`src/rtl/ips2l_pcie_dma_tx_cpld_gen_pkg.sv`:
```
// Shared definitions for the CplD generator: FSM encodings, CplD header
// constants and field offsets, MPS decode and last-beat keep helpers.
package ips2l_pcie_dma_tx_cpld_gen_pkg;

  // FSM state encodings
  localparam logic [2:0] ST_IDLE  = 3'd0;
  localparam logic [2:0] ST_SPLIT = 3'd1;
  localparam logic [2:0] ST_PREF  = 3'd2;
  localparam logic [2:0] ST_HDR   = 3'd3;
  localparam logic [2:0] ST_DATA  = 3'd4;

  // CplD format/type
  localparam logic [2:0] CPLD_FMT  = 3'b010;
  localparam logic [4:0] CPLD_TYPE = 5'b01010;

  // Header DW0 field offsets
  localparam int DW0_FMT_LSB   = 29;
  localparam int DW0_TYPE_LSB  = 24;
  localparam int DW0_TC_LSB    = 20;
  localparam int DW0_ATTR2_BIT = 18;
  localparam int DW0_ATTR_LSB  = 12;

  // MPS code to DW count; codes above 5 behave as 4096 bytes
  function automatic logic [10:0] mps_dw(input logic [2:0] code);
    logic [2:0] c;
    c = (code > 3'd5) ? 3'd5 : code;
    return 11'd32 << c;
  endfunction

  // Keep mask for the last beat given the DWs still left in the TLP (1..4)
  function automatic logic [3:0] keep_mask(input logic [10:0] left);
    case (left[2:0])
      3'd1:    return 4'b0001;
      3'd2:    return 4'b0011;
      3'd3:    return 4'b0111;
      default: return 4'b1111;
    endcase
  endfunction

  // CplD header DW0: TD=0, EP=0, reserved/LN/TH/AT all zero
  function automatic logic [31:0] cpld_dw0(input logic [2:0] tc, input logic [2:0] attr,
                                           input logic [9:0] len);
    logic [31:0] dw;
    dw = '0;
    dw[DW0_FMT_LSB +: 3]      = CPLD_FMT;
    dw[DW0_TYPE_LSB +: 5]     = CPLD_TYPE;
    dw[DW0_TC_LSB +: 3]       = tc;
    dw[DW0_ATTR2_BIT]         = attr[2];
    dw[DW0_ATTR_LSB +: 2]     = attr[1:0];
    dw[9:0]                   = len;
    return dw;
  endfunction

endpackage

```
`src/rtl/ips2l_pcie_dma_tx_dw_align.sv`:
```
// DW realigner: combines the current RAM word with the previous one and
// emits a beat in which payload DW k lands in stream slot 3+k, given the
// starting DW offset inside the first RAM word.
module ips2l_pcie_dma_tx_dw_align (
  input  logic         clk,
  input  logic         rst_n,
  input  logic [127:0] i_word,
  input  logic [1:0]   i_offset,
  input  logic         i_hold,
  output logic [127:0] o_beat
);

  // Only DW1..DW3 of the previous word can ever reach the output
  logic [95:0]  hold_q, hold_d;
  logic [223:0] cat;

  assign cat = {i_word, hold_q};

  // Capture the word being consumed whenever the beat advances
  always_comb begin
    hold_d = hold_q;
    if (!i_hold) hold_d = i_word[127:32];
  end

  // Holding register
  always_ff @(posedge clk or negedge rst_n) begin
    if (!rst_n) hold_q <= '0;
    else        hold_q <= hold_d;
  end

  // Select the 4-DW window starting at previous-word slot offset+1
  always_comb begin
    o_beat = cat[127:0];
    case (i_offset)
      2'd0:    o_beat = cat[127:0];
      2'd1:    o_beat = cat[159:32];
      2'd2:    o_beat = cat[191:64];
      default: o_beat = cat[223:96];
    endcase
  end

endmodule

```
`src/rtl/ips2l_pcie_dma_tx_cpld_gen.sv`:
```
// Completer CplD generator: converts MRd requests into 3DW CplD TLPs on the
// AXIS TX port, reading payload from BAR0 RAM and splitting on MPS boundaries.
// Handshake: a beat transfers when tvld && trdy; once tvld rises, tdata/tkeep/
// tlast hold until that transfer, and requests transfer when vld && rdy.
// Optional feature macro: CPLD_STAT_EN builds the completion/DW counters.
module ips2l_pcie_dma_tx_cpld_gen
  import ips2l_pcie_dma_tx_cpld_gen_pkg::*;
#(
  parameter int ADDR_WIDTH = 9
) (
  input  logic                  clk,
  input  logic                  rst_n,
  input  logic [2:0]            i_cfg_max_payload_size,
  input  logic [15:0]           i_cfg_completer_id,
  input  logic [2:0]            i_mrd_tc,
  input  logic [2:0]            i_mrd_attr,
  input  logic [9:0]            i_mrd_length,
  input  logic [15:0]           i_mrd_id,
  input  logic [7:0]            i_mrd_tag,
  input  logic [63:0]           i_mrd_addr,
  input  logic                  i_cpld_req_vld,
  output logic                  o_cpld_req_rdy,
  output logic                  o_cpld_tx_rdy,
  output logic                  o_bar0_rd_clk_en,
  output logic [ADDR_WIDTH-1:0] o_bar0_rd_addr,
  input  logic [127:0]          i_bar0_rd_data,
  output logic                  o_axis_slave_tvld,
  input  logic                  i_axis_slave_trdy,
  output logic [127:0]          o_axis_slave_tdata,
  output logic [3:0]            o_axis_slave_tkeep,
  output logic                  o_axis_slave_tlast,
  output logic [63:0]           o_cpld_stat,
  output logic [2:0]            o_dbg_state
);

  localparam int DWA_W = ADDR_WIDTH + 2;

  logic [2:0]            state_q, state_d;
  logic [2:0]            tc_q, tc_d, attr_q, attr_d;
  logic [15:0]           rid_q, rid_d;
  logic [7:0]            tag_q, tag_d;
  logic [10:0]           rem_q, rem_d;       // DWs still owed to the request
  logic [DWA_W-1:0]      dwa_q, dwa_d;       // BAR0 DW address of next payload
  logic [10:0]           chunk_q, chunk_d;   // payload DWs of current TLP
  logic [11:0]           bcnt_q, bcnt_d;
  logic [6:0]            laddr_q, laddr_d;
  logic [10:0]           left_q, left_d;     // TLP DWs (header included) not yet sent
  logic [ADDR_WIDTH-1:0] word_q, word_d;     // next RAM word to read

  logic                  is_beat, beat_hs, beat_last;
  logic [10:0]           mps_w, dwa_lo, room, split_chunk;
  logic [127:0]          align_beat;
  logic [31:0]           hdr_dw0, hdr_dw1, hdr_dw2;
  logic                  unused_addr;

  assign unused_addr = ^{i_mrd_addr[63:ADDR_WIDTH+4], i_mrd_addr[1:0]};

  assign is_beat   = (state_q == ST_HDR) || (state_q == ST_DATA);
  assign beat_hs   = is_beat && i_axis_slave_trdy;
  assign beat_last = (left_q <= 11'd4);

  // Largest chunk that stays inside the current MPS-aligned window
  always_comb begin
    mps_w       = mps_dw(i_cfg_max_payload_size);
    dwa_lo      = 11'(dwa_q);
    room        = mps_w - (dwa_lo & (mps_w - 11'd1));
    split_chunk = (rem_q < room) ? rem_q : room;
  end

  // Next-state and request/TLP bookkeeping
  always_comb begin
    state_d = state_q;
    tc_d    = tc_q;
    attr_d  = attr_q;
    rid_d   = rid_q;
    tag_d   = tag_q;
    rem_d   = rem_q;
    dwa_d   = dwa_q;
    chunk_d = chunk_q;
    bcnt_d  = bcnt_q;
    laddr_d = laddr_q;
    left_d  = left_q;
    word_d  = word_q;
    case (state_q)
      ST_IDLE: begin
        if (i_cpld_req_vld) begin
          tc_d    = i_mrd_tc;
          attr_d  = i_mrd_attr;
          rid_d   = i_mrd_id;
          tag_d   = i_mrd_tag;
          rem_d   = (i_mrd_length == 10'd0) ? 11'd1024 : {1'b0, i_mrd_length};
          dwa_d   = i_mrd_addr[ADDR_WIDTH+3:2];
          state_d = ST_SPLIT;
        end
      end
      ST_SPLIT: begin
        chunk_d = split_chunk;
        bcnt_d  = {rem_q[9:0], 2'b00};
        laddr_d = {dwa_q[4:0], 2'b00};
        left_d  = split_chunk + 11'd3;
        word_d  = dwa_q[DWA_W-1:2];
        state_d = ST_PREF;
      end
      ST_PREF: begin
        word_d  = word_q + ADDR_WIDTH'(1);
        state_d = ST_HDR;
      end
      ST_HDR, ST_DATA: begin
        if (i_axis_slave_trdy) begin
          if (beat_last) begin
            rem_d   = rem_q - chunk_q;
            dwa_d   = dwa_q + DWA_W'(chunk_q);
            state_d = (rem_q == chunk_q) ? ST_IDLE : ST_SPLIT;
          end else begin
            left_d  = left_q - 11'd4;
            word_d  = word_q + ADDR_WIDTH'(1);
            state_d = ST_DATA;
          end
        end
      end
      default: state_d = ST_IDLE;
    endcase
  end

  // State and request registers
  always_ff @(posedge clk or negedge rst_n) begin
    if (!rst_n) begin
      state_q <= ST_IDLE;
      tc_q    <= '0;
      attr_q  <= '0;
      rid_q   <= '0;
      tag_q   <= '0;
      rem_q   <= '0;
      dwa_q   <= '0;
      chunk_q <= '0;
      bcnt_q  <= '0;
      laddr_q <= '0;
      left_q  <= '0;
      word_q  <= '0;
    end else begin
      state_q <= state_d;
      tc_q    <= tc_d;
      attr_q  <= attr_d;
      rid_q   <= rid_d;
      tag_q   <= tag_d;
      rem_q   <= rem_d;
      dwa_q   <= dwa_d;
      chunk_q <= chunk_d;
      bcnt_q  <= bcnt_d;
      laddr_q <= laddr_d;
      left_q  <= left_d;
      word_q  <= word_d;
    end
  end

  ips2l_pcie_dma_tx_dw_align u_align (
    .clk      (clk),
    .rst_n    (rst_n),
    .i_word   (i_bar0_rd_data),
    .i_offset (dwa_q[1:0]),
    .i_hold   (!beat_hs),
    .o_beat   (align_beat)
  );

  assign hdr_dw0 = cpld_dw0(tc_q, attr_q, chunk_q[9:0]);
  assign hdr_dw1 = {i_cfg_completer_id, 3'b000, 1'b0, bcnt_q};
  assign hdr_dw2 = {rid_q, tag_q, 1'b0, laddr_q};

  // A RAM read is issued in PREF and on every non-final beat transfer, so
  // stalls freeze the address, the RAM output and the holding register.
  assign o_bar0_rd_clk_en = (state_q == ST_PREF) || (beat_hs && !beat_last);
  assign o_bar0_rd_addr   = word_q;
  assign o_cpld_req_rdy   = (state_q == ST_IDLE);
  assign o_cpld_tx_rdy    = (state_q == ST_IDLE);
  assign o_dbg_state      = state_q;

  // AXIS beat formation, forced to zero outside a TLP
  always_comb begin
    o_axis_slave_tvld  = is_beat;
    o_axis_slave_tdata = '0;
    o_axis_slave_tkeep = '0;
    o_axis_slave_tlast = 1'b0;
    if (is_beat) begin
      o_axis_slave_tdata = (state_q == ST_HDR) ?
                           {align_beat[127:96], hdr_dw2, hdr_dw1, hdr_dw0} : align_beat;
      o_axis_slave_tkeep = beat_last ? keep_mask(left_q) : 4'b1111;
      o_axis_slave_tlast = beat_last;
    end
  end

`ifdef CPLD_STAT_EN
  logic [31:0] cpld_cnt_q, cpld_cnt_d, dw_cnt_q, dw_cnt_d;

  // Count completed TLPs and their payload DWs
  always_comb begin
    cpld_cnt_d = cpld_cnt_q;
    dw_cnt_d   = dw_cnt_q;
    if (beat_hs && beat_last) begin
      cpld_cnt_d = cpld_cnt_q + 32'd1;
      dw_cnt_d   = dw_cnt_q + 32'(chunk_q);
    end
  end

  // Statistics registers
  always_ff @(posedge clk or negedge rst_n) begin
    if (!rst_n) begin
      cpld_cnt_q <= '0;
      dw_cnt_q   <= '0;
    end else begin
      cpld_cnt_q <= cpld_cnt_d;
      dw_cnt_q   <= dw_cnt_d;
    end
  end

  assign o_cpld_stat = {cpld_cnt_q, dw_cnt_q};
`else
  assign o_cpld_stat = '0;
`endif

endmodule

```
`config.mk`:
```
export PLATFORM = sky130hd
export DESIGN_NAME = ips2l_pcie_dma_tx_cpld_gen
export DESIGN_NICKNAME = d
export VERILOG_FILES = /design/src/rtl/ips2l_pcie_dma_tx_cpld_gen_pkg.sv /design/src/rtl/ips2l_pcie_dma_tx_dw_align.sv /design/src/rtl/ips2l_pcie_dma_tx_cpld_gen.sv
export SDC_FILE = /design/constraint.sdc
export NUM_CORES = 1
export LEC_CHECK = 0
export ABC_AREA = 1
export BUFFER_PORTS_ARGS = -buffer_cell sky130_fd_sc_hd__buf_2
export CAP_MARGIN = 20
export CORE_AREA = 2 2 182 184
export CTS_BUF_LIST = sky130_fd_sc_hd__clkbuf_16
export CTS_CLUSTER_SIZE = 20
export DETAILED_ROUTE_END_ITERATION = 7
export DIE_AREA = 0 0 184 186
export PLACE_DENSITY = 0.72
export SYNTH_ARGS = -nofsm -noshare
export SYNTH_HDL_FRONTEND = slang
export SYNTH_SLANG_ARGS = --single-unit
```
`constraint.sdc`:
```
create_clock -name clk -period 7.45 [get_ports clk]
set_input_delay 0.3725 -clock clk [delete_from_list [all_inputs] [get_ports clk]]
set_output_delay 0.3725 -clock clk [all_outputs]
set_load 0.01 [all_outputs]
```
After elaboration in Yosys (flattened, before gate mapping)
Index checks and enable logic that the tools add are counted.
{ "totals": {"regBits": 197, "input_bits": 255} }
{ "classes": {"addsub": 7, "magnitude_cmp": 3, "n_eq_ne": 14, "shift": 1, "mux": 29, "bitwise_logic": 1, "reduce_logical": 17} }
{ "ops": {"columns": ["op", "count"], "rows": [
  ["128-bit one-hot mux with 3 select lines", 1],
  ["128-bit 2-to-1 mux", 1],
  ["11-bit 2-to-1 mux", 10],
  ["96-bit 2-to-1 mux", 1],
  ["11-bit one-hot mux with 2 select lines", 3],
  ["9-bit one-hot mux with 3 select lines", 1],
  ["11-bit subtractor", 2],
  ["9-bit 2-to-1 mux", 2],
  ["3-bit by 2-bit == test with 1-bit output (second input constant)", 4],
  ["3-bit 2-to-1 mux", 4],
  ["3-bit one-hot mux with 4 select lines", 1],
  ["4-bit one-hot mux with 3 select lines", 1],
  ["11-bit adder", 1],
  ["11-bit by 2-bit adder with 11-bit output (second input constant)", 1],
  ["11-bit bitwise AND", 1],
  ["11-bit == test", 1],
  ["11-bit by 3-bit less-or-equal comparator with 1-bit output (second input constant)", 1],
  ["11-bit less-than comparator", 1],
  ["6-bit by 3-bit << shifter with 11-bit output (first input constant)", 1],
  ["11-bit by 1-bit subtractor with 11-bit output (second input constant)", 1],
  ["11-bit by 3-bit subtractor with 11-bit output (second input constant)", 1],
  ["10-bit zero test", 1],
  ["9-bit by 1-bit adder with 9-bit output (second input constant)", 1],
  ["4-bit 2-to-1 mux", 2],
  ["18 further kinds", 28]
]} }

Longest topological paths before layout
{ "logic_depth": {"ltp_word": 10, "depth_mapped": 27, "depth_no_buf": 27} }

Hierarchy
A second synthesis with hierarchy kept.
{ "unflattened": {"hier_cells": 2401, "hier_area_um2": 16080.4} }
{ "modules_own_cells": {"columns": ["module", "instances", "cells_per_inst", "area_per_inst_um2"], "rows": [
  ["ips2l_pcie_dma_tx_cpld_gen", 1, 1253, 8473.1],
  ["ips2l_pcie_dma_tx_dw_align", 1, 1148, 7607.3]
]} }

Worst setup path after synthesis
Ideal clock, no wire load.
{ "synth_timing": {"path_kind": "input to register", "startpoint": "input port i_cfg_max_payload_size[2]", "endpoint": "register left_q[10]", "setup_time_ps": 77, "t_arrival_ps": 3212, "required_ps": 7373, "path_slack_ps": 4161, "path_stages": 23, "path_buffers": 0, "path_cell_list": "inv_2 -> nor2_1 -> nand2_1 -> ha_1 -> a21o_1 -> nor2_1 -> nand2_1 -> nand2_1 -> nand2_1 -> ha_1 -> a21o_1 -> nor2_4 -> nand3_4 -> nand2_1 -> o21ai_0 -> ha_1 -> nor2_1 -> nand3_1 -> nor2_2 -> nand3_1 -> nand2_1 -> nand3_1 -> a21oi_1"} }
{ "synth_between": {"elab_chain_len": 10} }
{ "synth_rtl": {"columns": ["element", "line_no", "source"], "rows": [
  ["start, declared", "ips2l_pcie_dma_tx_cpld_gen.sv:13", "input logic [2:0] i_cfg_max_payload_size,"],
  ["3-bit > comparator", "ips2l_pcie_dma_tx_cpld_gen_pkg.sv:26", "c = (code > 3'd5) ? 3'd5 : code;"],
  ["3-bit 2-to-1 mux *", "ips2l_pcie_dma_tx_cpld_gen_pkg.sv:26", null],
  ["6-bit by 3-bit << shifter with 11-bit output *", "ips2l_pcie_dma_tx_cpld_gen_pkg.sv:27", "return 11'd32 << c;"],
  ["11-bit by 1-bit subtractor with 11-bit output", "ips2l_pcie_dma_tx_cpld_gen.sv:66", "room = mps_w - (dwa_lo & (mps_w - 11'd1));"],
  ["11-bit bitwise AND", "ips2l_pcie_dma_tx_cpld_gen.sv:66", null],
  ["11-bit subtractor *", "ips2l_pcie_dma_tx_cpld_gen.sv:66", null],
  ["11-bit less-than comparator", "ips2l_pcie_dma_tx_cpld_gen.sv:67", "split_chunk = (rem_q < room) ? rem_q : room;"],
  ["11-bit 2-to-1 mux *", "ips2l_pcie_dma_tx_cpld_gen.sv:67", null],
  ["11-bit by 2-bit adder with 11-bit output *", "ips2l_pcie_dma_tx_cpld_gen.sv:100", "left_d = split_chunk + 11'd3;"],
  ["11-bit one-hot mux with 2 select lines *", "ips2l_pcie_dma_tx_cpld_gen.sv:84", "case (state_q)"],
  ["end signal, assigned", "ips2l_pcie_dma_tx_cpld_gen.sv:151", "left_q <= left_d;"],
  ["end, declared", "ips2l_pcie_dma_tx_cpld_gen.sv:47", "logic [10:0] left_q, left_d;"]
]} }
Mark *: on every way between the ends. The rest lies on a longest branch, timed or not.
A chain may end at the register's enable or synchronous reset.

Worst setup path in the final report
{ "layout_timing": {"startpoint": "register dwa_q[0] (netlist: dwa_lo[0])", "endpoint": "register left_q[10]"} }
{ "layout_between": {"elab_chain_len": 6} }
{ "layout_rtl": {"columns": ["element", "line_no", "source"], "rows": [
  ["start, declared", "ips2l_pcie_dma_tx_cpld_gen.sv:43", "logic [DWA_W-1:0] dwa_q, dwa_d;"],
  ["start signal, assigned", "ips2l_pcie_dma_tx_cpld_gen.sv:147", "dwa_q <= dwa_d;"],
  ["11-bit bitwise AND *", "ips2l_pcie_dma_tx_cpld_gen.sv:66", null],
  ["11-bit subtractor *", "ips2l_pcie_dma_tx_cpld_gen.sv:66", null],
  ["11-bit less-than comparator", "ips2l_pcie_dma_tx_cpld_gen.sv:67", null],
  ["11-bit 2-to-1 mux *", "ips2l_pcie_dma_tx_cpld_gen.sv:67", null],
  ["11-bit by 2-bit adder with 11-bit output *", "ips2l_pcie_dma_tx_cpld_gen.sv:100", null],
  ["11-bit one-hot mux with 2 select lines *", "ips2l_pcie_dma_tx_cpld_gen.sv:84", null]
]} }
Marked as above.

==> results.yml <==
status:
  outcome: "completed"
timing:
  rsz0062_at_grt: "no"
  worst_pin_slew_ns: 1.080
  fin_setup_tns_ns: 0
  slew_headroom_pct: 27.97
  hold_viol_final: 0
  holdWs_ns: 0.1549
  slew_viol_final: 0
  finalSetupViolations: 0
  fin_skew_ns: 0.01306
  fin_crit_sh_pct: 60.05
  fmax_mhz: 223.5
  fin_crit_ns: 4.473
min_path:
  min_path_type: "in2reg"
  min_from: "i_mrd_id[8]"
final_layout:
  nets: 2510
  design_area_um2: 16770
  mostFrequentLayoutCells: "439 x nand2_1, 349 x buf_2, 274 x o21ai_0"
  synthToLayoutAreaGrowth_pct: 15.90
  final_common_cell: "nand2_1"
  fin_util_pct: 52.09
  drive_above_1_share_pct: 24.22
place:
  io_buffers: 350
  routabilityCongestion: 0.9373
  placed_cell_area_um2: 16130
  place_hpwl_um: 35290
floorplanning:
  dieHeight_um: 186
  core_area_um2: 32210
  die_w_um: 184
  initial_core_util_pct: 44.94
  dieArea_um2: 34220
  num_rows: 66
  num_io_pins: 468
clock_network:
  numClockSinks: 197
  cts_tree: "done"
  cts-buffers-inserted: 17
  cts-root-buf: "clkbuf_16"
  clock_latency_ns: 0.45
  clk_path_buf_depth: 2
  h-tree-depth: 4
  cts_setup_buffers: 0
  clkSlewWorstSetupHoldPaths_ns: 0.08
setup_path:
  crit_arrival_ns: 4.85
  start_kind: "flop"
  required_ns: 7.83
  r2r-start: "dwa_lo[0]"
  cp_max_fo: 51
  crit_chain: "inv_1 > ha_4 > nand4_1 > nand2_1 > nand4_1 > nand3_1 > nand2_1 > ha_1 > a21o_1 > nor2_4 > nand3_4 > nand2_1 > o21ai_0 > ha_1 > nor2_1 > nand3_1 > nor2_2 > nand3_1 > nand2_1 > nand3_1 > a21oi_1"
  end_kind: "flop"
  critPathMaxStageDelay_ns: 0.61
  startpoint: "dwa_lo[0]"
  critPathKind: "reg2reg"
  cp_slowest_cell: "ha_4"
drt:
  wl_per_cell_um: 18.83
  routed-via-count: 15200
  firstDrtPassIters: 5
  via_per_inst: 5.752
  drc_errors: 0
  first_iter_violations: 1460
  wl_um: 49750
  drtAntennaViolNets: 0
logic_synthesis:
  synth_flop_cell: "dfrtp_1"
  synth_seq_area_share_pct: 34.06
  syn_area_um2: 14470
  syn_avg_cell_area_um2: 7.366
  async_flop_share_pct: 100.0
  synth_edf_count: 0
  syn_inst: 1965
  synth_top_area_share_pct: 34.06
  synth.distinct_cells: 45
  ys_seq_elements: 197
  ys_warn_count: 0
  yosysTopAreaCell: "dfrtp_1"
  synth_area_leaders: "dfrtp_1 34%, nand2_1 11%, o21ai_0 9.5%, mux2_2 9.0%, a21oi_1 8.6%"
pwr:
  p_leak_nw: 8.011
  p_per_area_nw_per_um2: 508.6
  ir_drop_mv: 0.2964
global_routing:
  grt_use_met2_pct: 43.53
  antenna_found_initial: 11
  top_usage_layer: "met2"
  overflow: 0
  grt_pass1_wl_um: 75630
  grt_pass1_vias: 13500
  grt_max_degree: 91
  grtUsageMet1_pct: 39.62
  met3_usage_pct: 4.617
  grt_util_all_layers_pct: 28.25
run:
  cap_violations: 0
## routing by layer
metal / share of wire (%) / routed length (µm)
met1: 43 / 21600
met4: 2.7 / 1351
met2: 46 / 23070
met5: 0 / 0
met3: 7.5 / 3728
## state kept, by name, indices dropped and copies added, names as in the netlist
signal	cells
o_dbg_state	3
bcnt_q	10
attr_q	3
o_bar0_rd_addr	9
u_align.hold_q	96
chunk_q	11
left_q	11
tc_q	3
laddr_q	5
rid_q	16
dwa_lo	11
tag_q	8
rem_q	11
## cells by family after synthesis
family / share of synthesized area (%)
AOI/OAI and AO/OA: 23.38
buffers and inverters: 9.863
and+or+nand+nor: 18.76
muxes: 9.025
other: 0.02591
DFF: 34.06
adders and majority gates: 3.734
xor gates and xnor gates: 1.150
## Yosys cell counts (all sizes together) (12+ instances only)
cell    count
clkbuf    110
nor2       79
a311oi     13
mux2      116
a21oi     251
buf        88
a31oi      40
dfrtp     197
o211ai     12
nand3     100
o21ai     274
xor2       18
inv       109
nand2     444
ha         40
## through the flow
stage / std cells / setup WS, ns / power (mW)
floorplan: 2028 / 4.161 / 5.832
CTS: 2633 / 3.027 / 8.458
finish: 2642 / 2.977 / 8.531
global route: 2641 / 2.521 / 9.267
detailed placement: 2601 / 3.066 / 7.442
global placement: 2601 / 3.096 / 7.302
## what timing repair did
action | in CTS | in global routing
hold buffers | 1 | 0
gates resized for setup | 0 | 0
endpoints found under the setup margin | 0 | 0
endpoints found under the hold margin | 69 | 0
## where the power goes
part           internal (mW)  switching, mW
clock network          0.558          0.432
registers               1.63          0.484
logic                   1.93           3.50
total                   4.11           4.42
## area by class of cell
| type | count | area (µm²) |
|---|---|---|
| fill | 3160 | 15430 |
| multi-input combinational | 1523 | 8418 |
| sequential | 197 | 4930 |
| timing repair buffer | 364 | 1868 |
| tap | 408 | 510.5 |
| clock buffer | 17 | 425.4 |
| inverter | 110 | 415.4 |
| clock inverter | 14 | 185.2 |
| antenna | 9 | 22.52 |
## worst paths after layout
kind                                 endpoint  slack [ns]  cells past startpoint
min in group asynchronous  u_align.hold_q[57]        0.50                      2
min reg2reg                        laddr_q[5]        0.48                      2
max reg2reg                        left_q[10]        2.98                     21
min                                  rid_q[8]        0.15                      2
max in group asynchronous             tc_q[1]        5.53                      3
max                                left_q[10]        2.98                     21
## critical path, delay by kind of cell, from the launching register on
kind / cells / cell delay [ns]
compound gates: 3 / 0.52
fa+ha+maj: 3 / 1.16
simple gates: 14 / 1.87
buf+inv: 1 / 0.32
flops: 1 / 0.51
Note: power is estimated with default switching activity, not from simulation.
